==> src/rtl/de_hazard_ctrl_pkg.sv <==
// Shared definitions for the decode-stage hazard controller.
// Holds the branch FSM encoding and the default sizing parameters.
// No logic; imported by the scoreboard and the top module.
package de_hazard_ctrl_pkg;

    // Architectural register index width (RV32 style, x0..x31)
    localparam int REG_IDX_W      = 5;

    // Default sizing for the hazard controller
    localparam int NUM_REGS_DEF   = 32;
    localparam int CNT_BITS_DEF   = 2;
    localparam int WDOG_LIMIT_DEF = 64;

    // Branch FSM encoding, visible externally on br_state
    typedef enum logic [1:0] {
        BR_IDLE  = 2'd0,
        BR_WAIT  = 2'd1,
        BR_FLUSH = 2'd2
    } br_state_e;

endpackage

==> src/rtl/de_scoreboard.sv <==
// Per-register pending-write counters plus operand readiness / hazard detection.
// Hazard outputs are combinational (zero cycle); counters update on the next rising edge.
// No backpressure of its own: the parent gates increments with the issue decision.
module de_scoreboard
    import de_hazard_ctrl_pkg::*;
#(
    parameter int NUM_REGS = NUM_REGS_DEF,
    parameter int CNT_BITS = CNT_BITS_DEF
) (
    input  logic                 clk,
    input  logic                 reset,
    input  logic                 inc_i,
    input  logic [REG_IDX_W-1:0] inc_rd_i,
    input  logic                 wb_wr_reg_i,
    input  logic [REG_IDX_W-1:0] wb_rd_i,
    input  logic [REG_IDX_W-1:0] rs1_i,
    input  logic [REG_IDX_W-1:0] rs2_i,
    input  logic                 rs1_used_i,
    input  logic                 rs2_used_i,
    input  logic                 de_wr_reg_i,
    input  logic [REG_IDX_W-1:0] de_rd_i,
    output logic                 raw_hazard_o,
    output logic                 struct_hazard_o
);

    localparam logic [CNT_BITS-1:0] CNT_MAX = {CNT_BITS{1'b1}};
    localparam logic [CNT_BITS-1:0] CNT_ONE = CNT_BITS'(1);

    logic [CNT_BITS-1:0] cnt_q [NUM_REGS];
    logic [CNT_BITS-1:0] cnt_d [NUM_REGS];

    logic inc_en;
    logic dec_en;
    logic rs1_rdy;
    logic rs2_rdy;

    // x0 is never counted, so writes and writebacks to it are dropped here
    assign inc_en = inc_i & (inc_rd_i != '0);
    assign dec_en = wb_wr_reg_i & (wb_rd_i != '0);

    // An operand with exactly one outstanding write that retires this cycle is
    // ready: the register file writes on the falling edge, ahead of the read.
    assign rs1_rdy = (rs1_i == '0) || (cnt_q[rs1_i] == '0) ||
                     ((cnt_q[rs1_i] == CNT_ONE) && wb_wr_reg_i && (wb_rd_i == rs1_i));
    assign rs2_rdy = (rs2_i == '0) || (cnt_q[rs2_i] == '0) ||
                     ((cnt_q[rs2_i] == CNT_ONE) && wb_wr_reg_i && (wb_rd_i == rs2_i));

    assign raw_hazard_o    = (rs1_used_i & ~rs1_rdy) | (rs2_used_i & ~rs2_rdy);
    assign struct_hazard_o = de_wr_reg_i & (de_rd_i != '0) & (cnt_q[de_rd_i] == CNT_MAX);

    // Next counter values: +1 on issue, -1 on writeback, both cancel, never wrap
    always_comb begin
        cnt_d = cnt_q;
        for (int r = 1; r < NUM_REGS; r++) begin
            logic inc_hit;
            logic dec_hit;
            inc_hit = inc_en && (inc_rd_i == REG_IDX_W'(r)) && (cnt_q[r] != CNT_MAX);
            dec_hit = dec_en && (wb_rd_i == REG_IDX_W'(r)) && (cnt_q[r] != '0);
            if (inc_en && dec_en && (inc_rd_i == REG_IDX_W'(r)) && (wb_rd_i == REG_IDX_W'(r))) begin
                cnt_d[r] = cnt_q[r];
            end else if (inc_hit) begin
                cnt_d[r] = cnt_q[r] + CNT_ONE;
            end else if (dec_hit) begin
                cnt_d[r] = cnt_q[r] - CNT_ONE;
            end
        end
        cnt_d[0] = '0;
    end

    // Counter array register with asynchronous clear
    always_ff @(posedge clk or posedge reset) begin
        if (reset) begin
            for (int r = 0; r < NUM_REGS; r++) begin
                cnt_q[r] <= '0;
            end
        end else begin
            for (int r = 0; r < NUM_REGS; r++) begin
                cnt_q[r] <= cnt_d[r];
            end
        end
    end

endmodule

==> src/rtl/de_hazard_ctrl.sv <==
// Decode-stage hazard control: RAW/structural stalls, branch hold/flush FSM, wait watchdog.
// issue/stall/flush are combinational from current state and de_* (zero-cycle latency).
// Stalls decode on hazards, agex_busy or any in-flight branch; fetch is also held while a branch waits.
module de_hazard_ctrl
    import de_hazard_ctrl_pkg::*;
#(
    parameter int NUM_REGS   = NUM_REGS_DEF,
    parameter int CNT_BITS   = CNT_BITS_DEF,
    parameter int WDOG_LIMIT = WDOG_LIMIT_DEF
) (
    input  logic       clk,
    input  logic       reset,
    input  logic       de_valid,
    input  logic [4:0] de_rs1,
    input  logic [4:0] de_rs2,
    input  logic       de_rs1_used,
    input  logic       de_rs2_used,
    input  logic [4:0] de_rd,
    input  logic       de_wr_reg,
    input  logic       de_is_br,
    input  logic       wb_wr_reg,
    input  logic [4:0] wb_rd,
    input  logic       agex_busy,
    input  logic       br_resolve,
    output logic       issue,
    output logic       stall_de,
    output logic       stall_fe,
    output logic       flush_de,
    output logic [1:0] br_state,
    output logic       wdog_err
);

    localparam int                WCNT_W   = $clog2(WDOG_LIMIT + 1);
    localparam logic [WCNT_W-1:0] WCNT_MAX = WCNT_W'(WDOG_LIMIT);

    br_state_e         state_q;
    br_state_e         state_d;
    logic [WCNT_W-1:0] wait_cnt_q;
    logic [WCNT_W-1:0] wait_cnt_d;
    logic              wdog_err_q;
    logic              wdog_err_d;
    logic              raw_hazard;
    logic              struct_hazard;
    logic              sb_inc;

    assign sb_inc = issue & de_wr_reg;

    de_scoreboard #(
        .NUM_REGS (NUM_REGS),
        .CNT_BITS (CNT_BITS)
    ) u_sb (
        .clk             (clk),
        .reset           (reset),
        .inc_i           (sb_inc),
        .inc_rd_i        (de_rd),
        .wb_wr_reg_i     (wb_wr_reg),
        .wb_rd_i         (wb_rd),
        .rs1_i           (de_rs1),
        .rs2_i           (de_rs2),
        .rs1_used_i      (de_rs1_used),
        .rs2_used_i      (de_rs2_used),
        .de_wr_reg_i     (de_wr_reg),
        .de_rd_i         (de_rd),
        .raw_hazard_o    (raw_hazard),
        .struct_hazard_o (struct_hazard)
    );

    // Branch FSM state register; reset abandons any in-flight branch
    always_ff @(posedge clk or posedge reset) begin
        if (reset) begin
            state_q <= BR_IDLE;
        end else begin
            state_q <= state_d;
        end
    end

    // Branch FSM next state: wait for resolve, then flush decode for one cycle
    always_comb begin
        state_d = state_q;
        unique case (state_q)
            BR_IDLE:  if (issue && de_is_br) state_d = BR_WAIT;
            BR_WAIT:  if (br_resolve)        state_d = BR_FLUSH;
            BR_FLUSH:                        state_d = BR_IDLE;
            default:                         state_d = BR_IDLE;
        endcase
    end

    // Issue/stall/flush outputs, purely from current state and decode inputs
    always_comb begin
        stall_de = de_valid & (raw_hazard | struct_hazard | agex_busy | (state_q != BR_IDLE));
        issue    = de_valid & ~stall_de;
        stall_fe = stall_de | (issue & de_is_br) | (state_q == BR_WAIT);
        flush_de = (state_q == BR_FLUSH);
        br_state = state_q;
        wdog_err = wdog_err_q;
    end

    // Wait counter: zeroed on branch entry, counts every BR_WAIT cycle, saturates;
    // the error flag latches once the limit is reached and holds until reset
    always_comb begin
        wait_cnt_d = wait_cnt_q;
        if ((state_q == BR_IDLE) && (state_d == BR_WAIT)) begin
            wait_cnt_d = '0;
        end else if ((state_q == BR_WAIT) && (wait_cnt_q != WCNT_MAX)) begin
            wait_cnt_d = wait_cnt_q + WCNT_W'(1);
        end
        wdog_err_d = wdog_err_q | ((state_q == BR_WAIT) && (wait_cnt_d == WCNT_MAX));
    end

    // Watchdog registers
    always_ff @(posedge clk or posedge reset) begin
        if (reset) begin
            wait_cnt_q <= '0;
            wdog_err_q <= 1'b0;
        end else begin
            wait_cnt_q <= wait_cnt_d;
            wdog_err_q <= wdog_err_d;
        end
    end

endmodule

==> config.mk <==
export PLATFORM = sky130hd
export DESIGN_NAME = de_hazard_ctrl
export DESIGN_NICKNAME = d
export VERILOG_FILES = /design/src/rtl/de_hazard_ctrl_pkg.sv /design/src/rtl/de_scoreboard.sv /design/src/rtl/de_hazard_ctrl.sv
export SDC_FILE = /design/constraint.sdc
export NUM_CORES = 1
export LEC_CHECK = 0
export CAP_MARGIN = 20
export CORE_MARGIN = 2
export CORE_UTILIZATION = 45
export CTS_BUF_LIST = sky130_fd_sc_hd__clkbuf_4 sky130_fd_sc_hd__clkbuf_8
export CTS_CLUSTER_DIAMETER = 40
export DETAILED_ROUTE_END_ITERATION = 8
export PLACE_DENSITY = 0.59
export RECOVER_POWER = 50
export SYNTH_ARGS = -nofsm -noshare
export SYNTH_HDL_FRONTEND = slang
export SYNTH_SLANG_ARGS = --single-unit
==> constraint.sdc <==
create_clock -name clk -period 3.69 [get_ports clk]
set_input_delay 0.5535 -clock clk [delete_from_list [all_inputs] [get_ports clk]]
set_output_delay 0.5535 -clock clk [all_outputs]
set_load 0.05 [all_outputs]
==> flow_summary.yaml, run 1 <==
logic_synthesis:
  syn-cell-area_mm2: 0.00681
  synth_cells: 842
  async_flop_share_pct: 100
  synth_edf_count: 0
  seq_area_frac_synth_pct: 26.4
  synth_flop_cell: "dfrtp_1"
  ys_types: 75
  synth_fp_nets: 874
  synth.avg_cell_area_um2: 8.09
  synthTopCellsByArea: "dfrtp_1, mux4_2, mux2i_1, nand2_1, nor2_1"
  synth_warnings: 0
  post-synth-top-area-cell: "dfrtp_1"
  yosysTopAreaCellShare_pct: 26.4
  yosys_register_bits: 72
global_routing:
  grt_pass1_vias: 6847
  grt_max_degree: 73
  gr-total-overflow: 0
  grt_pass1_wl_um: 38100
  grt_usage_pct: 30.9
  antenna_found_initial: 0
min_path:
  hold_class: "flop to flop"
place:
  place.gp.congestion: 1.00
  dp.cells: 1079
  dpl.hpwl_um: 18800
  place_ws_ps: -128
  io_buffers: 36
timing:
  skew_ps: 16.8
  setup_viol: 0
  worst_pin_slew_ps: 1940
  period_needed_ps: 3590
  finalWorstSetupSlack_ps: 102
  finalCritPeriodShare_pct: 97.2
  max_clock_freq_mhz: 279
  holdWs_ps: 477
  slew_violations: 73
  final-hold-violation-count: 0
  slew_headroom_pct: -29.1
clocking:
  clock_latency_ps: 390
  path_clk_slew_ps: 90
  cts_max_level: 3
  cts-buffers-inserted: 9
  cts_buffer_depth: 2
  clock_sink_count: 72
  cts_root_buf: "clkbuf_8"
  cts_tree: "built"
  ctsHoldBuffers: 0
floorplanning:
  core-area_mm2: 0.0146
  std_cell_rows: 44
  die_area_mm2: 0.0161
  floorplan.initialDensity_pct: 46.5
  die_x_um: 127
  die-height_um: 127
  io_pins: 37
setup_path:
  start_kind: "primary input"
  required_ps: 3140
  end_kind: "primary output"
  critical_path_class: "primary input to primary output"
  critical_path_arrival_ps: 3030
  critPathMaxFanout: 16
cells_and_area:
  mostFrequentLayoutCells: "nand2_1, nor2_1, buf_4, dfrtp_1, inv_1"
  final_common_cell: "nand2_1"
  multi_input_area_mm2: 0.00461
  drive_gt1_share_pct: 17.8
  fill_cells: 1384
  final_nets: 950
  utilization_pct: 55.7
  stdcell_count: 1107
  diodes: 0
  regArea_mm2: 0.00180
  area_growth_pct: 19.7
pwr:
  ir_worst_vdd_v: 0.000260
  p_leak_nw: 3.57
  power-per-cell-area_mw_per_mm2: 360
run_status:
  violations: "max-capacitance violations, max-slew violations"
  outcome: "finished with violations"
detailed_routing:
  postRouteAntennaNets: 0
  drc_errors: 0
  drt_first_pass_iters: 5
  post_drt_wl_per_cell_um: 22.7
  vias_per_cell: 6.59
  first_iter_violations: 729
  vias: 7298
  routed_wl_um: 25200
run:
  cap_viol_max_count: 1
## cell type report
class                   instances  area share (%)
clock inverters                 7           0.966
flip-flops and latches         72            22.1
multi-input cells             662            56.6
repair buffers                122            13.7
clock buffers                   9            1.52
inverters                      51            2.35
well taps                     184            2.82
## flip-flops by register name (all words and copies together), names as in the netlist
name and cells:
u_sb.cnt_q 62, wait_cnt_q 7, br_state 2, wdog_err 1
## path summary, 6_finish.rpt
path                            depth (start not counted)                 startpoint                          to  slack (ps)
worst max-delay path                                   12                  de_rs2[2]                    stall_fe         100
min in group asynchronous                               3                      reset  u_sb.cnt_q[47]$_DFFE_PP0P_        1280
worst min-delay path                                    1         wdog_err$_DFF_PP0_          wdog_err$_DFF_PP0_         480
worst min register to register                          1         wdog_err$_DFF_PP0_          wdog_err$_DFF_PP0_         480
max in group asynchronous                               3                      reset   u_sb.cnt_q[0]$_DFFE_PP0P_        1240
worst max register to register                         10  u_sb.cnt_q[2]$_DFFE_PP0P_  u_sb.cnt_q[40]$_DFFE_PP0P_         400
## what timing repair did
action | CTS | global route
setup buffers | 2 | 8
cloned | 0 | 2
setup endpoints to repair | 3 | 3
gates resized for setup | 4 | 27
pin swaps | 1 | 8
## cell families after synthesis
logic type | after synthesis | share of synthesized area (%)
AO/OA/AOI/OAI | 204 | 21.9
XOR/XNOR | 16 | 2.06
adder cells (fa/ha/maj) | 2 | 0.367
buffers and inverters | 108 | 7.58
flip-flops | 72 | 26.4
multiplexers | 71 | 14.3
AND/OR/NAND/NOR | 369 | 27.4
## power breakdown
group	leakage (nW)	switching (W)	internal (W)
logic	2.60	0.000566	0.000497
clock network	0.0925	0.000364	0.000318
registers	0.877	0.000265	0.000928
## routing by layer
layer	vias to the layer above	GRT usage, %	part of all wire (%)
li1	3302	-	-
met4	0	16.8	4.7
met1	3586	39.3	40
met5	-	0	0
met3	66	5.65	7.6
met2	344	50.2	47
## metrics by stage
step	power (W)	cell area, um^2	setup TNS, ps
2_1_floorplan	0.00182	6810	0
3_3_place_gp	0.00216	7700	-230
3_5_place_dp	0.00219	7700	-637
4_1_cts	0.00287	7930	0
5_1_grt	0.00309	8160	-52.1
6_report	0.00294	8160	0
## cell usage after synthesis, types with 6 or more instances
cell type	number
nand3_1	32
nand2b_1	13
o2111ai_1	6
buf_6	8
nor3_1	29
o2bb2ai_1	6
o21ai_0	25
inv_1	51
nand2_1	98
nor2_1	81
nand4_1	35
a41oi_1	6
o41ai_1	8
and2_1	9
dfrtp_1	72
a21boi_0	6
a22o_1	10
buf_4	7
clkbuf_1	17
nor2b_1	13
mux4_2	20
a21oi_1	36
mux2i_1	42
o31ai_1	8
mux2_2	9
a21o_1	19
and3_1	12
a31oi_1	10
nor3b_1	8
buf_2	20
or4_1	7
a211oi_1	7
a41o_1	7
xor2_1	11
## critical path, stage by stage
cell             delay [ps]
clkdlybuf4s50_1         510
buf_12                  160
buf_6                   180
mux2i_1                 270
a22o_1                  170
or4_4                   120
o31ai_2                  80
nor4_4                  410
nand3_2                 150
o21ai_1                 150
nand2_1                  70
buf_4                   190
No activity file was read; power rests on OpenSTA's default activity.
==> run 2, diff against run 1 <==
--- a/config.mk
+++ b/config.mk
@@ -7,12 +7,13 @@
 export LEC_CHECK = 0
 export CAP_MARGIN = 20
 export CORE_MARGIN = 2
-export CORE_UTILIZATION = 45
+export CORE_UTILIZATION = 50
 export CTS_BUF_LIST = sky130_fd_sc_hd__clkbuf_4 sky130_fd_sc_hd__clkbuf_8
 export CTS_CLUSTER_DIAMETER = 40
 export DETAILED_ROUTE_END_ITERATION = 8
-export PLACE_DENSITY = 0.59
+export PLACE_DENSITY = 0.64
 export RECOVER_POWER = 50
+export SKIP_LAST_GASP = 1
 export SYNTH_ARGS = -nofsm -noshare
 export SYNTH_HDL_FRONTEND = slang
 export SYNTH_SLANG_ARGS = --single-unit
==> flow_summary.yaml, run 2 (same netlist as run 1, synthesis figures left out) <==
run_status:
  outcome: "finished with violations"
  violations: "max-capacitance violations, max-slew violations"
setup_path:
  crit_family: "simple AND/OR/NAND/NOR gates"
  required_ps: 3140
  rr_endpoint: "u_sb.cnt_q[46]$_DFFE_PP0P_"
  reg2reg_from: "u_sb.cnt_q[2]$_DFFE_PP0P_"
  start_kind: "primary input"
  crit_buf_inv: 4
  critical_path_class: "primary input to primary output"
  slowest_delay_ps: 410
  end_kind: "primary output"
  worst-r2r-cell-count: 9
  critical_path_arrival_ps: 3080
  worst_path_most_repeated_cell: "buf_12"
  cp_slowest_cell: "clkdlybuf4s50_1"
  critPathMaxFanout: 8
  regToRegSetupSlack_ps: 550
  cp_cell_sequence: "clkdlybuf4s50_1, buf_6, buf_12, xor2_1, nor4_1, and3_1, o31ai_2, nor4_4, and3_4, and2_1, buf_12"
clocking:
  clock_latency_ps: 380
  cts-buffers-inserted: 9
  cts_root_buf: "clkbuf_8"
  cts_buffer_depth: 2
  cts_tree: "built"
  clock_sink_count: 72
  path_clk_slew_ps: 80
  cts_max_level: 3
  ctsHoldBuffers: 0
pwr:
  power-per-cell-area_mw_per_mm2: 361
  ir_worst_vdd_v: 0.000315
  comb_power_share_pct: 35.8
  p_seq_share_pct: 40.6
  p_sw_share_pct: 39.5
  internal-power_w: 0.00175
  p_leak_nw: 3.53
  switchingPower_w: 0.00114
  pwr-share-clk_pct: 23.6
global_routing:
  grt_max_degree: 73
  grt_usage_pct: 32.9
  grt_pass1_vias: 6794
  gr-total-overflow: 0
  grt_pass1_wl_um: 36300
  antenna_found_initial: 0
timing:
  finalCritPeriodShare_pct: 98.5
  rsz0062_at_grt: "true"
  final-hold-violation-count: 0
  period_needed_ps: 3640
  holdWs_ps: 469
  max_clock_freq_mhz: 275
  finalWorstSetupSlack_ps: 55.0
  skew_ps: 10.6
  slew_headroom_pct: -26.1
  worst_pin_slew_ps: 1890
  slew_violations: 73
  setup_viol: 0
min_path:
  holdPathStages: 1
  min_from: "wdog_err$_DFF_PP0_"
  hold_class: "flop to flop"
  worstHoldEndpoint: "wdog_err$_DFF_PP0_"
detailed_routing:
  vias_per_cell: 6.58
  routed_wl_um: 23900
  first_iter_violations: 617
  postRouteAntennaNets: 0
  vias: 7197
  drt_first_pass_iters: 6
  post_drt_wl_per_cell_um: 21.8
  drc_errors: 0
floorplanning:
  die-height_um: 121
  core-area_mm2: 0.0133
  std_cell_rows: 42
  die_x_um: 121
  io_pins: 37
  die_area_mm2: 0.0146
  floorplan.initialDensity_pct: 51.3
cells_and_area:
  drive_gt1_share_pct: 16.0
  fill_cells: 1199
  stdcell_count: 1093
  diodes: 0
  largest_reg_flops: 62
  final_common_cell: "nand2_1"
  area_growth_pct: 17.5
  final_nets: 944
  top_register: "u_sb.cnt_q"
  utilization_pct: 60.2
  mostFrequentLayoutCells: "nand2_1, nor2_1, dfrtp_1, buf_4, inv_1"
place:
  dpl.hpwl_um: 18100
  place_ws_ps: -114
  io_buffers: 36
  place.gp.congestion: 1.04
  dp.cells: 1071
run:
  cap_viol_max_count: 1
## run 2: cell count changes in the layout (fill, tap and decap cells not counted), moves of 2 or more
cell | before | now
mux2i_2 | 2 | 0
mux2i_1 | 38 | 42
clkdlybuf4s50_1 | 26 | 29
clkinv_2 | 0 | 2
clkinvlp_4 | 3 | 1
buf_6 | 1 | 3
mux2i_4 | 2 | 0
o311ai_0 | 2 | 4
buf_4 | 79 | 72
inv_6 | 2 | 0
## run 2: area by class of cell
cell class	count	area, um^2	area share, %
well taps	176	220	2.75
clock buffers	11	145	1.81
flip-flops and latches	72	1800	22.5
clock inverters	5	56.3	0.703
inverters	51	191	2.39
repair buffers	116	1060	13.3
multi-input cells	662	4530	56.6
## run 2: worst max-delay path by stage
stage	cells after the start	end	from
3_5_place_dp	11	u_sb.cnt_q[46]$_DFFE_PP0P_	de_rs2[0]
2_1_floorplan	12	stall_fe	de_rs1[1]
5_1_grt	11	stall_fe	de_rs2[2]
4_1_cts	11	stall_fe	de_rs2[0]
3_3_place_gp	9	u_sb.cnt_q[44]$_DFFE_PP0P_	de_rs2[1]
6_report	11	issue	de_rs2[2]
## run 2: routing by layer
layer	GRT usage, %	part of all wire, %
met3	7.22	9.3
met4	16.4	4.7
met2	54.3	47
met1	40.5	39
met5	0	0
## run 2: power by group through the flow
| stage | Sequential [W] | Combinational, W | Clock, W |
|---|---|---|---|
| final | 0.00117 | 0.00104 | 0.000682 |
| after CTS | 0.00116 | 0.00101 | 0.000687 |
| after global routing | 0.00120 | 0.00112 | 0.000717 |
| after floorplan | 0.00107 | 0.000747 | 0 |
| after global placement | 0.00117 | 0.000962 | 0 |
| after detailed placement | 0.00118 | 0.000998 | 0 |
## run 2: what timing repair did
item | CTS | global route
gates cloned | 0 | 1
endpoints found under the hold margin | 0 | 0
resized for setup | 1 | 14
pin swaps | 1 | 5
buffers inserted | 1 | 4
setup endpoints to repair | 3 | 3
## run 2: stage by stage
| stage | TNS (ps) | power [W] | cell area [um^2] |
|---|---|---|---|
| floorplan | 0 | 0.00182 | 6810 |
| global placement | -446 | 0.00213 | 7690 |
| detailed placement | -790 | 0.00218 | 7690 |
| CTS | 0 | 0.00286 | 7910 |
| global route | -1.69 | 0.00304 | 8010 |
| finish | 0 | 0.00289 | 8010 |
## run 2: worst register-to-register path: stages (launching register included)
cell and delay, ps:
dfrtp_1 490, mux4_2 520, a211oi_1 290, o31ai_2 150, nor4_4 370, buf_4 180
buf_4 120, nand3_2 160, or4_1 520, a31o_1 230
==> run 3, diff against run 2 <==
--- a/config.mk
+++ b/config.mk
@@ -5,7 +5,6 @@
 export SDC_FILE = /design/constraint.sdc
 export NUM_CORES = 1
 export LEC_CHECK = 0
-export CAP_MARGIN = 20
 export CORE_MARGIN = 2
 export CORE_UTILIZATION = 50
 export CTS_BUF_LIST = sky130_fd_sc_hd__clkbuf_4 sky130_fd_sc_hd__clkbuf_8
==> results of run 3 <==
The final DEF is identical to that of run 2; final timing and power are the same.
